$ cat src/rtl/data_register_pkg.sv
// Shared op-select codes and assembly FSM encoding for the data_register_ext slice.
package data_register_pkg;

  localparam logic [2:0] FUNSEL_SEXT   = 3'b000;
  localparam logic [2:0] FUNSEL_ZEXT   = 3'b001;
  localparam logic [2:0] FUNSEL_SHL    = 3'b010;
  localparam logic [2:0] FUNSEL_SHR    = 3'b011;
  localparam logic [2:0] FUNSEL_CLR    = 3'b100;
  localparam logic [2:0] FUNSEL_ASM_LE = 3'b101;
  localparam logic [2:0] FUNSEL_ASM_BE = 3'b110;
  localparam logic [2:0] FUNSEL_HOLD   = 3'b111;

  typedef enum logic [1:0] {
    ST_IDLE = 2'd0,
    ST_FILL = 2'd1,
    ST_FULL = 2'd2
  } state_t;

  function automatic logic is_asm_op(input logic [2:0] funsel);
    return (funsel == FUNSEL_ASM_LE) || (funsel == FUNSEL_ASM_BE);
  endfunction

endpackage

$ cat src/rtl/dreg_assembler.sv
// Lane-assembly control: tracks fill progress and byte order, runs the
// input/output handshakes and tells the datapath which lane to write.
module dreg_assembler
  import data_register_pkg::*;
#(
  parameter int LANES = 4,
  parameter int CNT_W = $clog2(LANES)
) (
  input  logic             clock,
  input  logic             reset_n,
  input  logic             enable,
  input  logic [2:0]       funsel,
  input  logic             i_valid,
  input  logic             o_ready,
  output logic             i_ready,
  output logic             o_valid,
  output logic             lane_we,
  output logic [CNT_W-1:0] lane_pos
);

  localparam logic [CNT_W-1:0] LAST = CNT_W'(LANES - 1);

  state_t           state;
  logic [CNT_W-1:0] cnt;
  logic             order_be;
  logic             asm_op;
  logic             be_sel;
  logic             order_ok;

  assign asm_op   = is_asm_op(funsel);
  assign be_sel   = (funsel == FUNSEL_ASM_BE);
  assign i_ready  = enable & asm_op & (state != ST_FULL);
  // A fill in progress only continues in the order it was started with.
  assign order_ok = (state == ST_IDLE) | (be_sel == order_be);
  assign lane_we  = i_valid & i_ready & order_ok;
  assign lane_pos = be_sel ? (LAST - cnt) : cnt;

  // NOTE: reset is synchronous: it is simply the highest-priority branch
  // inside the clocked block, so it only acts on a rising clock edge.
  always_ff @(posedge clock) begin
    if (!reset_n) begin
      // NOTE: non-blocking (<=) for all state so every register updates from
      // pre-edge values, independent of statement order.
      state    <= ST_IDLE;
      cnt      <= '0;
      order_be <= 1'b0;
      o_valid  <= 1'b0;
    end else begin
      unique case (state)
        ST_IDLE: begin
          if (lane_we) begin
            cnt      <= CNT_W'(1);
            order_be <= be_sel;
            state    <= ST_FILL;
          end
        end
        ST_FILL: begin
          if (enable) begin
            if (!asm_op || !order_ok) begin
              state <= ST_IDLE;
              cnt   <= '0;
            end else if (lane_we) begin
              if (cnt == LAST) begin
                state   <= ST_FULL;
                o_valid <= 1'b1;
              end else begin
                cnt <= cnt + 1'b1;
              end
            end
          end
        end
        ST_FULL: begin
          // The consumer may drain the word even while enable is low.
          if (o_ready || (enable && !asm_op)) begin
            state   <= ST_IDLE;
            cnt     <= '0;
            o_valid <= 1'b0;
          end
        end
        default: begin
          state   <= ST_IDLE;
          cnt     <= '0;
          o_valid <= 1'b0;
        end
      endcase
    end
  end

endmodule

$ cat src/rtl/data_register_ext.sv
// Wide data register loaded from a narrow lane bus: extend/shift/clear ops
// plus handshaked little-/big-endian word assembly.
module data_register_ext
  import data_register_pkg::*;
#(
  parameter int DATA_WIDTH = 32,
  parameter int IN_WIDTH   = 8
) (
  input  logic                  clock,
  input  logic                  reset_n,
  input  logic                  enable,
  input  logic [2:0]            funsel,
  input  logic [IN_WIDTH-1:0]   i,
  input  logic                  i_valid,
  output logic                  i_ready,
  output logic [DATA_WIDTH-1:0] o,
  output logic                  o_valid,
  input  logic                  o_ready
);

  localparam int LANES = DATA_WIDTH / IN_WIDTH;
  localparam int CNT_W = $clog2(LANES);

  logic             lane_we;
  logic [CNT_W-1:0] lane_pos;

  dreg_assembler #(
    .LANES (LANES),
    .CNT_W (CNT_W)
  ) u_asm (
    .clock    (clock),
    .reset_n  (reset_n),
    .enable   (enable),
    .funsel   (funsel),
    .i_valid  (i_valid),
    .o_ready  (o_ready),
    .i_ready  (i_ready),
    .o_valid  (o_valid),
    .lane_we  (lane_we),
    .lane_pos (lane_pos)
  );

  always_ff @(posedge clock) begin
    if (!reset_n) begin
      o <= '0;
    end else if (enable) begin
      // NOTE: leaving o unassigned on some paths is a plain hold here; the
      // same pattern in an always_comb block would infer a latch.
      case (funsel)
        FUNSEL_SEXT: o <= {{(DATA_WIDTH-IN_WIDTH){i[IN_WIDTH-1]}}, i};
        FUNSEL_ZEXT: o <= {{(DATA_WIDTH-IN_WIDTH){1'b0}}, i};
        FUNSEL_SHL:  o <= {o[DATA_WIDTH-IN_WIDTH-1:0], i};
        FUNSEL_SHR:  o <= {i, o[DATA_WIDTH-1:IN_WIDTH]};
        FUNSEL_CLR:  o <= '0;
        FUNSEL_ASM_LE, FUNSEL_ASM_BE: begin
          if (lane_we) begin
            for (int k = 0; k < LANES; k++) begin
              if (lane_pos == CNT_W'(k)) o[k*IN_WIDTH +: IN_WIDTH] <= i;
            end
          end
        end
        default: ;
      endcase
    end
  end

endmodule

$ cat config.mk
export PLATFORM = sky130hd
export DESIGN_NAME = data_register_ext
export DESIGN_NICKNAME = d
export VERILOG_FILES = /design/src/rtl/data_register_pkg.sv /design/src/rtl/dreg_assembler.sv /design/src/rtl/data_register_ext.sv
export SDC_FILE = /design/constraint.sdc
export NUM_CORES = 1
export LEC_CHECK = 0
export ABC_AREA = 1
export ABC_CLOCK_PERIOD_IN_PS = 2200
export CAP_MARGIN = 40
export CORE_ASPECT_RATIO = 0.7
export CORE_MARGIN = 1
export CORE_UTILIZATION = 52
export DETAILED_ROUTE_END_ITERATION = 12
export PLACE_DENSITY = 0.8
export SLEW_MARGIN = 20
export SYNTH_ARGS = -nofsm -noshare
export SYNTH_HDL_FRONTEND = slang
export SYNTH_SLANG_ARGS = --single-unit
$ cat constraint.sdc
create_clock -name clock -period 2.2 [get_ports clock]
set_input_delay 0.55 -clock clock [delete_from_list [all_inputs] [get_ports clock]]
set_output_delay 0.55 -clock clock [all_outputs]
set_load 0.1 [all_outputs]
* Yosys cells after proc, flatten, opt, wreduce, memory -nomap -nowiden
Index checks and enable logic that the tools add are counted.
Word-level totals: register bits after elaboration 38
Operators by class: add/subtract/negate cells 2, eq/ne operators 28, mux-type cells 25, bitwise logic cells 6, reduce and logical (&&, ||, !) cells 19
Operators with widths (count):
- $pmux 32 s6 | 1
- $mux 32 | 1
- $mux 8 | 4
- $mux 2 | 11
- $ne 2x2->1 const B | 10
- $reduce_and 4->1 | 4
- $pmux 2 s3 | 2
- $reduce_and 5->1 | 2
- $eq 3x3->1 const B | 3
- $eq 2x2->1 const B | 4
- $eq 3x2->1 const B | 2
- $ne 3x2->1 const B | 2
- $reduce_and 6->1 | 1
- $reduce_bool 6->1 | 1
- $mux 1 | 5
- $and 1x1->1 | 4
- $eq 2x1->1 const B | 2
- $logic_not 2->1 | 2
- $ne 2x1->1 const B | 2
- $eq 3x1->1 const B | 1
- $logic_not 3->1 | 1
- $logic_or 1x1->1 | 3
- $ne 3x1->1 const B | 1
- $pmux 1 s3 | 1
- other kinds (9) | 10

* Depth between registers and ports, before layout
Gate-level depths: netlist (run 1).
depth after elaboration 10, gate-level depth with buffers 14, depth with buffers taken out 12

* Modules after synthesis
A second synthesis (run 1) with hierarchy kept.
Second synthesis, totals: cells, all modules 463, area, all modules 2725.1 um^2
By module, submodules not included:
- data_register_ext | times used 1, cells an instance 385, area an instance 2227.1 um^2
- dreg_assembler | times used 1, cells an instance 78, area an instance 498.0 um^2

* Least setup slack after synthesis (run 1)
Ideal clock, no wire load.
path type in2out, start point in funsel[1], end point out i_ready, data arrival time 1636 ps, path slack 14 ps, cell stages on the path 6, buffers on the path 1, cell sequence buf_4 inv_2 nand3_2 nand2_8 nand2_2 inv_1
On the way: cells in the longest elaborated chain, start to end 4
Ends and longest elaborated chain:
- start, declared | line data_register_ext.sv:12 | input logic [2:0] funsel,
- $eq 3x3->1 | line data_register_pkg.sv:20 | return (funsel == FUNSEL_ASM_LE) || (funsel == FUNSEL_ASM_BE);
- $logic_or 1x1->1 (*) | line data_register_pkg.sv:20
- $and 1x1->1 (*) (2 in a row) | line dreg_assembler.sv:32 | assign i_ready = enable & asm_op & (state != ST_FULL);
- end, declared | line data_register_ext.sv:15 | output logic i_ready,
Every way passes the cells marked *; elsewhere a longest branch is shown, timed or not.

* Worst setup path in the final report (run 1)
start point in enable, end point out i_ready
On the way: cells in the longest elaborated chain, start to end 2
Ends and longest elaborated chain:
- start, declared | line data_register_ext.sv:11 | input logic enable,
- $and 1x1->1 (2 in a row) | line dreg_assembler.sv:32
Every way passes these cells.

==> results.md, run 1 <==
- The largest individual stage delay along the critical path comes from the cell clkdlybuf4s50_1.
- The root buffer selected by CTS is clkbuf_8.
- The number of clock sinks seen by CTS is 38.
- The type of the worst setup path is primary input to output port.
- The largest incremental delay on the critical path is 0.49 ns.
- The iteration-0 DRC count of the detailed router is 338.
- Synthesis inferred 38 register bits.
- The final weighted congestion of routability-driven global placement is 0.932.
- For met3 alone, demand over resource in global routing was 0.0735.
- The final worst hold slack is 0.508 ns.
- The via total after detailed routing is 2,916.
- The number of global-route vias before repair is 2,432.
- The worst hold path class is flop to flop.
- In this run the post-CTS setup repair buffer count came out at 0.
- The cell leakage power is 1.55 nW.
- The Yosys step of the flow raised 0 warnings.
- Leaving out filler cells and counting taps, the final layout contains 520.
- The die width is 85.5 um.
- The largest voltage drop on the vdd net is 587 uV.
- The required time of the critical path is 1.65 ns.
- In the routed design, unresolved DRC markers number 0.
- Adding up every negative setup slack in the final design gives 0 ns.
- The hold violation count in the final report is 0.
- The antenna violation net count after detailed routing is 0.
- Clock tree synthesis inserted a total of 5 buffers.
- The worst slack at placement is -0.238 ns.
- At the worst endpoint, the arrival time is 1.57 ns.
- The endpoint of the most critical register-to-register path is o[25].
- The initial antenna violation count is 0.
- Timing would allow up to 0.472 GHz.
- At the pin with the least slew margin, the transition time is 0.365 ns.
- The capturing element type of the critical path is an output port.
- Yosys mapped the design onto 34 distinct sky130hd cell types.
- Counting every instance in the synthesized netlist gives 401.
- The areal power density over the cells is 793 mW/mm2.
- The number of placed cells counting well taps is 512.
- The net total in the final layout is 481.
- Setup repair after global routing left no endpoint under its margin.
- The number of maximum-capacitance violations is 0.
- The number of buffers inserted by hold repair at cts is 0.
- The area growth from synthesis to layout is 31.4%.
- At the later pin of the worst-skew pair, clock insertion delay measures 0.29 ns.
- The core occupancy in the finished layout is 0.741.
- For the final database, setup skew stands at 0.00592 ns.
- Dividing the final minimum period by the clock period gives 0.964.
- Leaving out fill and tap cells, the most frequent cells in the layout are 74 x nand2_1, 72 x nor2_1, 57 x inv_1, 57 x buf_4, 38 x dfxtp_1.
- The met1 global-route usage is 0.458.
- The wire length after detailed routing is 7.54 mm.
- Of all nets on the critical path, the largest fanout is 2.
- The region available for standard cell placement spans 0.00450 mm2.
- In the global route stage, met2 resource usage came out at 0.422.
- The overflow left after global routing is 0.
- The capture point of the critical path is i_ready.
- The first global-routing pass estimated 12.0 mm of wire.
- The number of port buffers is 49.
- The I/O pin count is 50.
- The number of nets in the synthesized netlist is 418.
- In this run the number of cells on the critical path is 6.
- The final number of setup-violating endpoints is 0.
- In this run the critical register-to-register path is launched from u_asm.state[0].
- The setup slack of the worst register-to-register path is 0.53 ns.
- The number of buffers and inverters on the critical path is 4.
- The cell area that synthesis handed to floorplanning was 0.00254 mm2.
- In this design, the critical path's most frequently occurring cell is inv_1.
- The path depth of the worst reg2reg path is 11.
- The clock passes through at most 2 buffers.
- Of the synthesized area, sequential elements account for 0.300.
- The initial cell density of the core is 0.564.
- The flow ran to the end, and the final reports show no timing, DRC or antenna violations.
- The total global-route track usage is 0.300.
- The number of search-and-repair iterations in the first detailed-routing pass is 6.
- The max-slew violation count is 0.
- The via count normalized by instance count is 5.61.
- The smallest clock period supported by the final layout is computed as 2.12 ns.
- The number of rows created at floorplan is 20.
- Headroom to the max-slew limit came out at 0.757.
- The y dimension of the die is 60.5 um.
- Leaving out fill and tap cells, the most frequent cell in the layout is nand2_1.
- STA classifies the critical path startpoint as a primary input.
- The kind of cell adding the most delay to the critical path is buffers and inverters.
- The critical path goes through clkdlybuf4s50_1 -> inv_1 -> a21oi_2 -> nand2_2 -> inv_1 -> buf_12.
- In the final layout, the share of cells above drive strength 1 is 0.189.
- The origin of the worst setup path is enable.
- The most used routing layer is met1.
- The H-tree was split into 2 levels.
- The floorplan die area is 0.00517 mm2.
- The worst path setup slack after routing is 0.0792 ns.
- The average instance area after synthesis is 6.33 um2.
- The clock tree from TritonCTS is yes.
- Clock-pin slew was measured on the worst setup and hold paths at 0.07 ns.
- After detailed routing, the average wire length per cell comes to 14.5 um.
- The placed wire-length estimate after detailed placement is 5.34 mm.
- The maximum number of pins on one net before global-route repair is 49.
- 0 antenna diodes ended up in the layout.
[cells by family (layout without fill, tap and decap cells)]
family / count (synthesis) / in the layout / share of synthesized area
AND/OR/NAND/NOR: 198 / 198 / 0.343
buffers and inverters: 82 / 146 / 0.139
adder cells (fa/ha/maj): 1 / 1 / 0.00493
AO/OA/AOI/OAI: 78 / 78 / 0.200
XOR/XNOR: 4 / 4 / 0.0138
flip-flops: 38 / 38 / 0.300
[cells in the mapped netlist]
master,count,area (um2)
inv_2,2,7.51
a31oi_1,2,12.5
o21bai_1,1,7.51
nor2_4,1,11.3
buf_1,1,3.75
buf_4,6,45.0
nand3_4,1,17.5
o21ai_0,9,45.0
o221ai_1,21,184
nor3_1,4,20.0
buf_2,6,30.0
nand3_2,1,10.0
xnor2_1,1,8.76
xor2_1,3,26.3
nor3_2,1,10.0
o31ai_1,1,7.51
nor2_2,1,6.26
nand4_1,4,25.0
a21oi_2,1,8.76
nand3b_1,1,7.51
o22ai_1,3,18.8
nand2_2,3,18.8
dfxtp_1,38,761
ha_1,1,12.5
buf_6,2,22.5
nand2_8,1,20.0
nand3_1,33,165
inv_1,57,214
nor2_1,72,270
nand2_4,1,11.3
a21oi_4,2,32.5
a21oi_1,38,190
nand2_1,74,278
clkbuf_1,8,30.0
[area by class of cell]
class | instances | area, um2
multi-input cells | 281 | 1430
repair buffers | 79 | 714
clock buffers | 6 | 82.6
flip-flops and latches | 38 | 761
clock inverters | 2 | 60.1
fillers | 350 | 1170
well taps | 55 | 68.8
inverters | 59 | 221
[worst min path at each step]
stage	end	slack, ns	cells after the start	from
global placement	o[27]	0.49	2	o[27]
floorplan	u_asm.order_be	0.48	2	u_asm.order_be
detailed placement	o[28]	0.50	2	o[28]
finish	o[28]	0.51	2	o[28]
CTS	o[28]	0.51	2	o[28]
global route	o[28]	0.52	2	o[28]
[what timing repair did]
item                                    CTS  global route
endpoints found under the setup margin    1             4
cloned                                    0             0
resized for setup                         3             1
[layer usage]
layer	vias to the layer above	wire length, um
li1	1439	-
met1	1299	3670
met2	173	2900
met3	5	926
met4	0	41
met5	-	0
[tightest hold or removal path, delay by kind of cell (launching register included)]
| family | cells | cell delay [ns] |
|---|---|---|
| DFF | 1 | 0.33 |
| and+or+nand+nor | 2 | 0.15 |
[power breakdown]
part	total (W)	switching, W	internal [W]
combinational	0.00109	0.000788	0.000298
sequential	0.000812	0.0000595	0.000753
clock	0.000747	0.000263	0.000484
total	0.00265	0.00111	0.00153
[state kept, by name, summed over array words and instances, names as in the netlist]
register / count
u_asm.cnt: 2
u_asm.o_valid: 1
u_asm.state: 2
u_asm.order_be: 1
o: 32
[per-stage QoR]
step	total power, W	area, um2
detailed placement	0.00190	3190
floorplan	0.00162	2540
CTS	0.00264	3330
global placement	0.00188	3190
global route	0.00274	3340
finish	0.00265	3340
No activity file was read; power rests on OpenSTA's default activity.
==> inputs of run 2 (changes only) <==
--- a/config.mk
+++ b/config.mk
@@ -9,7 +9,7 @@
 export ABC_CLOCK_PERIOD_IN_PS = 2200
 export CAP_MARGIN = 40
 export CORE_ASPECT_RATIO = 0.7
-export CORE_MARGIN = 1
+export CORE_MARGIN = 2
 export CORE_UTILIZATION = 52
 export DETAILED_ROUTE_END_ITERATION = 12
 export PLACE_DENSITY = 0.8
==> results.md, run 2 (synthesis results as in run 1) <==
- Walking the worst path, the cells encountered are clkdlybuf4s50_1 -> inv_1 -> a21oi_2 -> nand2_2 -> inv_2 -> buf_12.
- The number of global-route vias before repair was 2,513.
- By startpoint and endpoint, the worst setup path is classified as primary input to output port.
- Buffers inserted to repair hold after CTS numbered 0.
- The setup slack of the worst register-to-register path is 0.52 ns.
- For the pin with the worst max-slew slack, the measured transition is 0.363 ns.
- The clock passes through at most 2 buffers.
- The largest registers in the layout are o (32), u_asm.cnt (2), u_asm.state (2).
- The library cell used most frequently in the layout, excluding fill and tap cells, is nand2_1.
- The overflow left after global routing is 0.
- The post-route clock period utilization is 0.940.
- The library cells used most frequently in the layout, excluding fill and tap cells, are 74 x nand2_1, 72 x nor2_1, 57 x buf_4.
- The run finished with clean final reports.
- The H-tree was split into 2 levels.
- The initial cell density of the core is 0.537.
- The worst slew margin relative to its limit is 0.758.
- The worst path setup slack after routing is 0.131 ns.
- In this run the worst path has a maximum fanout of 2.
- Counting the buffers created by CTS gives 5.
- The number of inserted diodes is 0.
- In this run the power density over the cells is 791 mW/mm2.
- The final number of setup-violating endpoints is 0.
- Timing would allow up to 0.483 GHz.
- On the final layout, the worst clock skew is 0.00343 ns.
- The kind of cell adding the most delay to the critical path is buffers and inverters.
- The floorplan die area is 0.00547 mm2.
- Row generation in the floorplan step produced 21 rows.
- The arrival time at the worst endpoint is 1.52 ns.
- The final period demand of the worst path is 2.07 ns.
- The wire length after detailed routing is 7.48 mm.
- The via count normalized by instance count is 5.55.
- The number of cells on the worst reg-to-reg path is 11.
- The startpoint identified for the worst register-to-register timing path is u_asm.state[0].
- The die is 87.5 um wide.
- The endpoint identified for the worst register-to-register timing path is o[24].
- The critical path ends at i_ready.
- The critical path starts at enable.
- The wire-length estimate of the detail-placed layout is 5.32 mm.
- The average wire per cell in the routed design is 14.3 um.
- The number of port buffers is 49.
- STA classifies the critical path endpoint as an output port.
- The kind of start point of the critical path is a primary input.
- At the later pin of the worst-skew pair, clock insertion delay measures 0.29 ns.
- The first global-routing pass estimated 12.5 mm of wire.
- The core region is 0.00473 mm2.
- Setup repair after global routing left no endpoint under its margin.
- STA puts the critical path data required time at 1.65 ns.
- The worst hold path class is flop to flop.
- The root buffer selected by CTS is clkbuf_8.
- Of the cells placed in the final design, the portion with a size suffix greater than 1 is 0.191.
- In this run the remaining antenna-violating nets after routing total 0.
- The worst slack at placement is -0.251 ns.
- The initial antenna violation count is 0.
- Summed over all cells, the static leakage comes to 1.55 nW.
- The maximum number of pins on one net before global-route repair is 49.
- The number of clock sinks seen by CTS is 38.
- The final weighted congestion of routability-driven global placement is 0.949.
- The clock-pin slew reported for the worst setup and hold paths after clock tree synthesis is 0.08 ns.
- The largest voltage drop on the vdd net is 530 uV.
- After the last flow step, the layout net total stands at 481.
- The number of search-and-repair iterations in the first detailed-routing pass is 7.
- The max-slew violation count came to 0.
- The via total after detailed routing is 2,895.
- The hold violation count in the final report was 0.
- The area growth from synthesis to layout is 31.5%.
- The largest single stage delay on the critical path is 0.48 ns.
- The I/O pin count is 50.
- After clock tree synthesis, the setup repair step added 0 buffers.
- The slowest stage of the critical path is the clkdlybuf4s50_1 cell.
- The iteration-0 DRC count of the detailed router is 324.
- After detailed routing, the number of remaining DRC violations is 0.
- The y dimension of the die is 62.5 um.
- Hold timing on the final database bottoms out at a slack of 0.515 ns.
- The number of buffers and inverters on the critical path is 4.
- The register with the most flip-flops in the layout has 32 of them.
- The critical path crosses 6 cells after its start point.
- Across the run, the number of max-cap violations was 0.
- The register with the highest flop count is o.
- The clock tree from TritonCTS is yes.
- After clock tree synthesis, the repair step resized 3 gates.
- The total global-route track usage is 0.287.
-- run 2: power breakdown --
part / internal (W) / total, W / switching, W
Sequential: 0.000753 / 0.000811 / 0.0000585
Combinational: 0.000297 / 0.00108 / 0.000786
Clock: 0.000484 / 0.000746 / 0.000262
-- run 2: worst min-delay path by stage --
stage / slack (ns) / endpoint / from / depth (start not counted)
3_3_place_gp: 0.49 / o[31] / o[31] / 2
4_1_cts: 0.51 / o[31] / o[31] / 2
6_report: 0.51 / o[31] / o[31] / 2
5_1_grt: 0.54 / o[30] / o[30] / 2
3_5_place_dp: 0.50 / o[2] / o[2] / 2
2_1_floorplan: 0.48 / u_asm.order_be / u_asm.order_be / 2
-- run 2: cell type report --
cell class	instances	area, um2
fill	408	1390
inverter	59	221
clock buffer	6	82.6
clock inverter	2	60.1
sequential	38	761
timing repair buffer	79	714
tap	57	71.3
multi-input combinational	281	1430
-- run 2: tightest hold or removal path: stages (launching register included) --
cell,delay [ns]
dfxtp_1,0.32
nor2_1,0.10
nor2_1,0.05
-- run 2: metal layers --
layer  global-route usage  routed length (um)  vias to the layer above
li1                     -                   -                     1437
met1                0.469                3640                     1282
met2                0.372                2930                      160
met3               0.0674                 796                       16
met4               0.0558                 102                        0
met5                    0                   0                        -
-- run 2: metrics by stage --
step / std cells / cell area (um2) / setup TNS, ns / total power [W] / util
3_3_place_gp: 514 / 3200 / -4.34 / 0.00188 / 0.676
6_report: 522 / 3340 / 0 / 0.00264 / 0.706
4_1_cts: 522 / 3340 / 0 / 0.00262 / 0.705
2_1_floorplan: 401 / 2540 / 0 / 0.00162 / -
3_5_place_dp: 514 / 3200 / -7.16 / 0.00189 / 0.676
5_1_grt: 522 / 3340 / 0 / 0.00274 / 0.706
==> inputs of run 3 (changes only) <==
--- a/config.mk
+++ b/config.mk
@@ -9,10 +9,11 @@
 export ABC_CLOCK_PERIOD_IN_PS = 2200
 export CAP_MARGIN = 40
 export CORE_ASPECT_RATIO = 0.7
-export CORE_MARGIN = 2
+export CORE_MARGIN = 8
 export CORE_UTILIZATION = 52
 export DETAILED_ROUTE_END_ITERATION = 12
 export PLACE_DENSITY = 0.8
+export SETUP_SLACK_MARGIN = 0.02
 export SLEW_MARGIN = 20
 export SYNTH_ARGS = -nofsm -noshare
 export SYNTH_HDL_FRONTEND = slang
==> results.md, run 3 (synthesis results as in run 1) <==
- The number of global-route vias before repair is 2,447.
- At the pin with the least slew margin, the transition time is 0.323 ns.
- The initial antenna violation count was 0.
- In this run the power density over the cells is 797 mW/mm2.
- The core region area is 0.00473 mm2.
- The final number of setup-violating endpoints is 0.
- Clock-pin slew was measured on the worst setup and hold paths at 0.08 ns.
- Measured against its own limit, the worst slew margin works out to 0.784.
- The routed design has 8.06 mm of wire.
- The required time of the critical path is 1.65 ns.
- The beginning of the worst hold path is o[30].
- The number of flip-flops under the largest register name is 32.
- At the end of routability-driven placement, the weighted congestion stood at 0.924.
- The antenna violation net count after detailed routing is 0.
- The path class of the tightest hold or removal check is flop to flop.
- The iteration-0 DRC count of the detailed router is 357.
- The CTS buffer count is 5.
- In this run the vertical extent of the chip is 74.5 um.
- Counting every sink on the clock net gives 38.
- The residual DRC count is 0.
- The highest net fanout along the worst path is 2.
- The placed wire-length estimate after detailed placement is 5.79 mm.
- The cell area after placement is 0.00320 mm2.
- The maximum clock path buffer count is 2.
- The number of rows created at floorplan is 21.
- The number of inserted diodes is 0.
- The cell leakage power is 1.54 nW.
- The max-slew violation count came to 0.
- The number of search-and-repair iterations in the first detailed-routing pass is 5.
- In the layout the commonest cells are 74 x nand2_1, 72 x nor2_1, 56 x inv_1.
- The origin of the worst setup path is enable.
- Counting flops per register, the top entry is o.
- The arrival time at the worst endpoint is 1.59 ns.
- Across every metal layer, demand over resource in global routing totals 0.214.
- Final hold analysis gives a worst-case slack of 0.514 ns.
- The run finished with clean final reports.
- Detailed routing inserted a total of 2,959 vias.
- By startpoint and endpoint, the worst setup path is classified as primary input to output port.
- In this run the critical register-to-register path is launched from u_asm.state[0].
- The net total in the final layout is 479.
- The most common cell after layout, fill and taps aside is nand2_1.
- The floorplan step set the die width to 99.5 um.
- The initial cell density of the core is 0.537.
- The post-route total power is 0.00266 W.
- Derived from the worst setup path, the maximum achievable clock frequency is 0.468 GHz.
- The hold violation count in the final report is 0.
- TritonCTS built the clock tree.
- After global routing the overflow that remains totals 0.
- The maximum number of pins on one net before global-route repair is 34.
- The die covers 0.00741 mm2.
- With fillers left out, the area of the finished cells amounts to 0.00334 mm2.
- The average wire per cell in the routed design is 15.5 um.
- The I/O pin count is 50.
- The capturing element type of the critical path is an output port.
- The maximum level of the CTS H-tree is 2.
- The number of maximum-capacitance violations is 0.
- Of the cells placed in the final design, the portion with a size suffix greater than 1 is 0.188.
- The latest clock arrival within the worst-skew pair is 0.30 ns.
- IR analysis of the VDD net gives a maximum drop of 474 uV.
- The first global-routing pass estimated 12.5 mm of wire.
- The area growth from synthesis to layout is 31.6%.
- Setup repair after global routing left no endpoint under its margin.
- After detailed routing, the number of vias per cell comes to 5.69.
- For the final database, setup skew stands at 0.00743 ns.
- The number of port buffers is 49.
- The post-route clock period utilization is 0.972.
- The root buffer selected by CTS is clkbuf_8.
- In the final layout, the registers with the most flip-flops are o (32), u_asm.cnt (2), u_asm.state (2).
- The worst path needs 2.14 ns of the cycle, external delays included.
- The worst setup path is launched from a primary input.
[run 3: cell types whose count changed in the layout (fill, tap and decap cells not counted)]
cell and change:
buf_12 +1, buf_4 -3, clkinvlp_4 +1, inv_2 -1
[run 3: power breakdown]
group          leakage (nW)  switching [W]  internal, W
Combinational          1.15       0.000791     0.000298
Sequential            0.313      0.0000618     0.000753
Clock                0.0714       0.000276     0.000484
[run 3: final cells by class]
class	instances	area [um2]
Tap cell	57	71.3
Sequential cell	38	761
Multi-Input combinational cell	281	1430
Inverter	59	225
Timing Repair Buffer	77	712
Clock inverter	2	60.1
Fill cell	391	1390
Clock buffer	6	82.6
[run 3: metal layers]
| layer | track usage | vias to the layer above | share of wire |
|---|---|---|---|
| li1 | - | 1429 | - |
| met1 | 0.312 | 1332 | 0.46 |
| met2 | 0.290 | 178 | 0.41 |
| met3 | 0.0626 | 20 | 0.13 |
| met4 | 0.0601 | 0 | 0.012 |
| met5 | 0 | - | 0 |
[run 3: repair_timing]
action                                  in CTS  in global routing
resized for setup                            4                  0
hold buffers                                 0                  0
setup buffers                                0                  0
endpoints found under the setup margin       1                  0
[run 3: worst paths after layout]
check             to  slack [ns]  depth (start not counted)
max          i_ready        0.06                          6
min            o[30]        0.51                          2
max reg2reg    o[27]        0.49                         11
min reg2reg    o[30]        0.51                          2
[run 3: per-stage QoR]
| stage | std cells | setup TNS, ns | setup slack (ns) | util |
|---|---|---|---|---|
| final | 520 | 0 | 0.0617 | 0.706 |
| after global routing | 520 | 0 | 0.0293 | 0.706 |
| after CTS | 520 | 0 | 0.0757 | 0.706 |
| after detailed placement | 512 | -6.11 | -0.212 | 0.676 |
| after global placement | 512 | -4.09 | -0.146 | 0.676 |
| after floorplan | 401 | 0 | 0.207 | - |
[run 3: worst max-delay path, cell delays in order]
cell,delay (ns)
clkdlybuf4s50_1,0.49
inv_1,0.06
a21oi_2,0.14
nand2_2,0.10
clkinvlp_4,0.09
buf_12,0.16
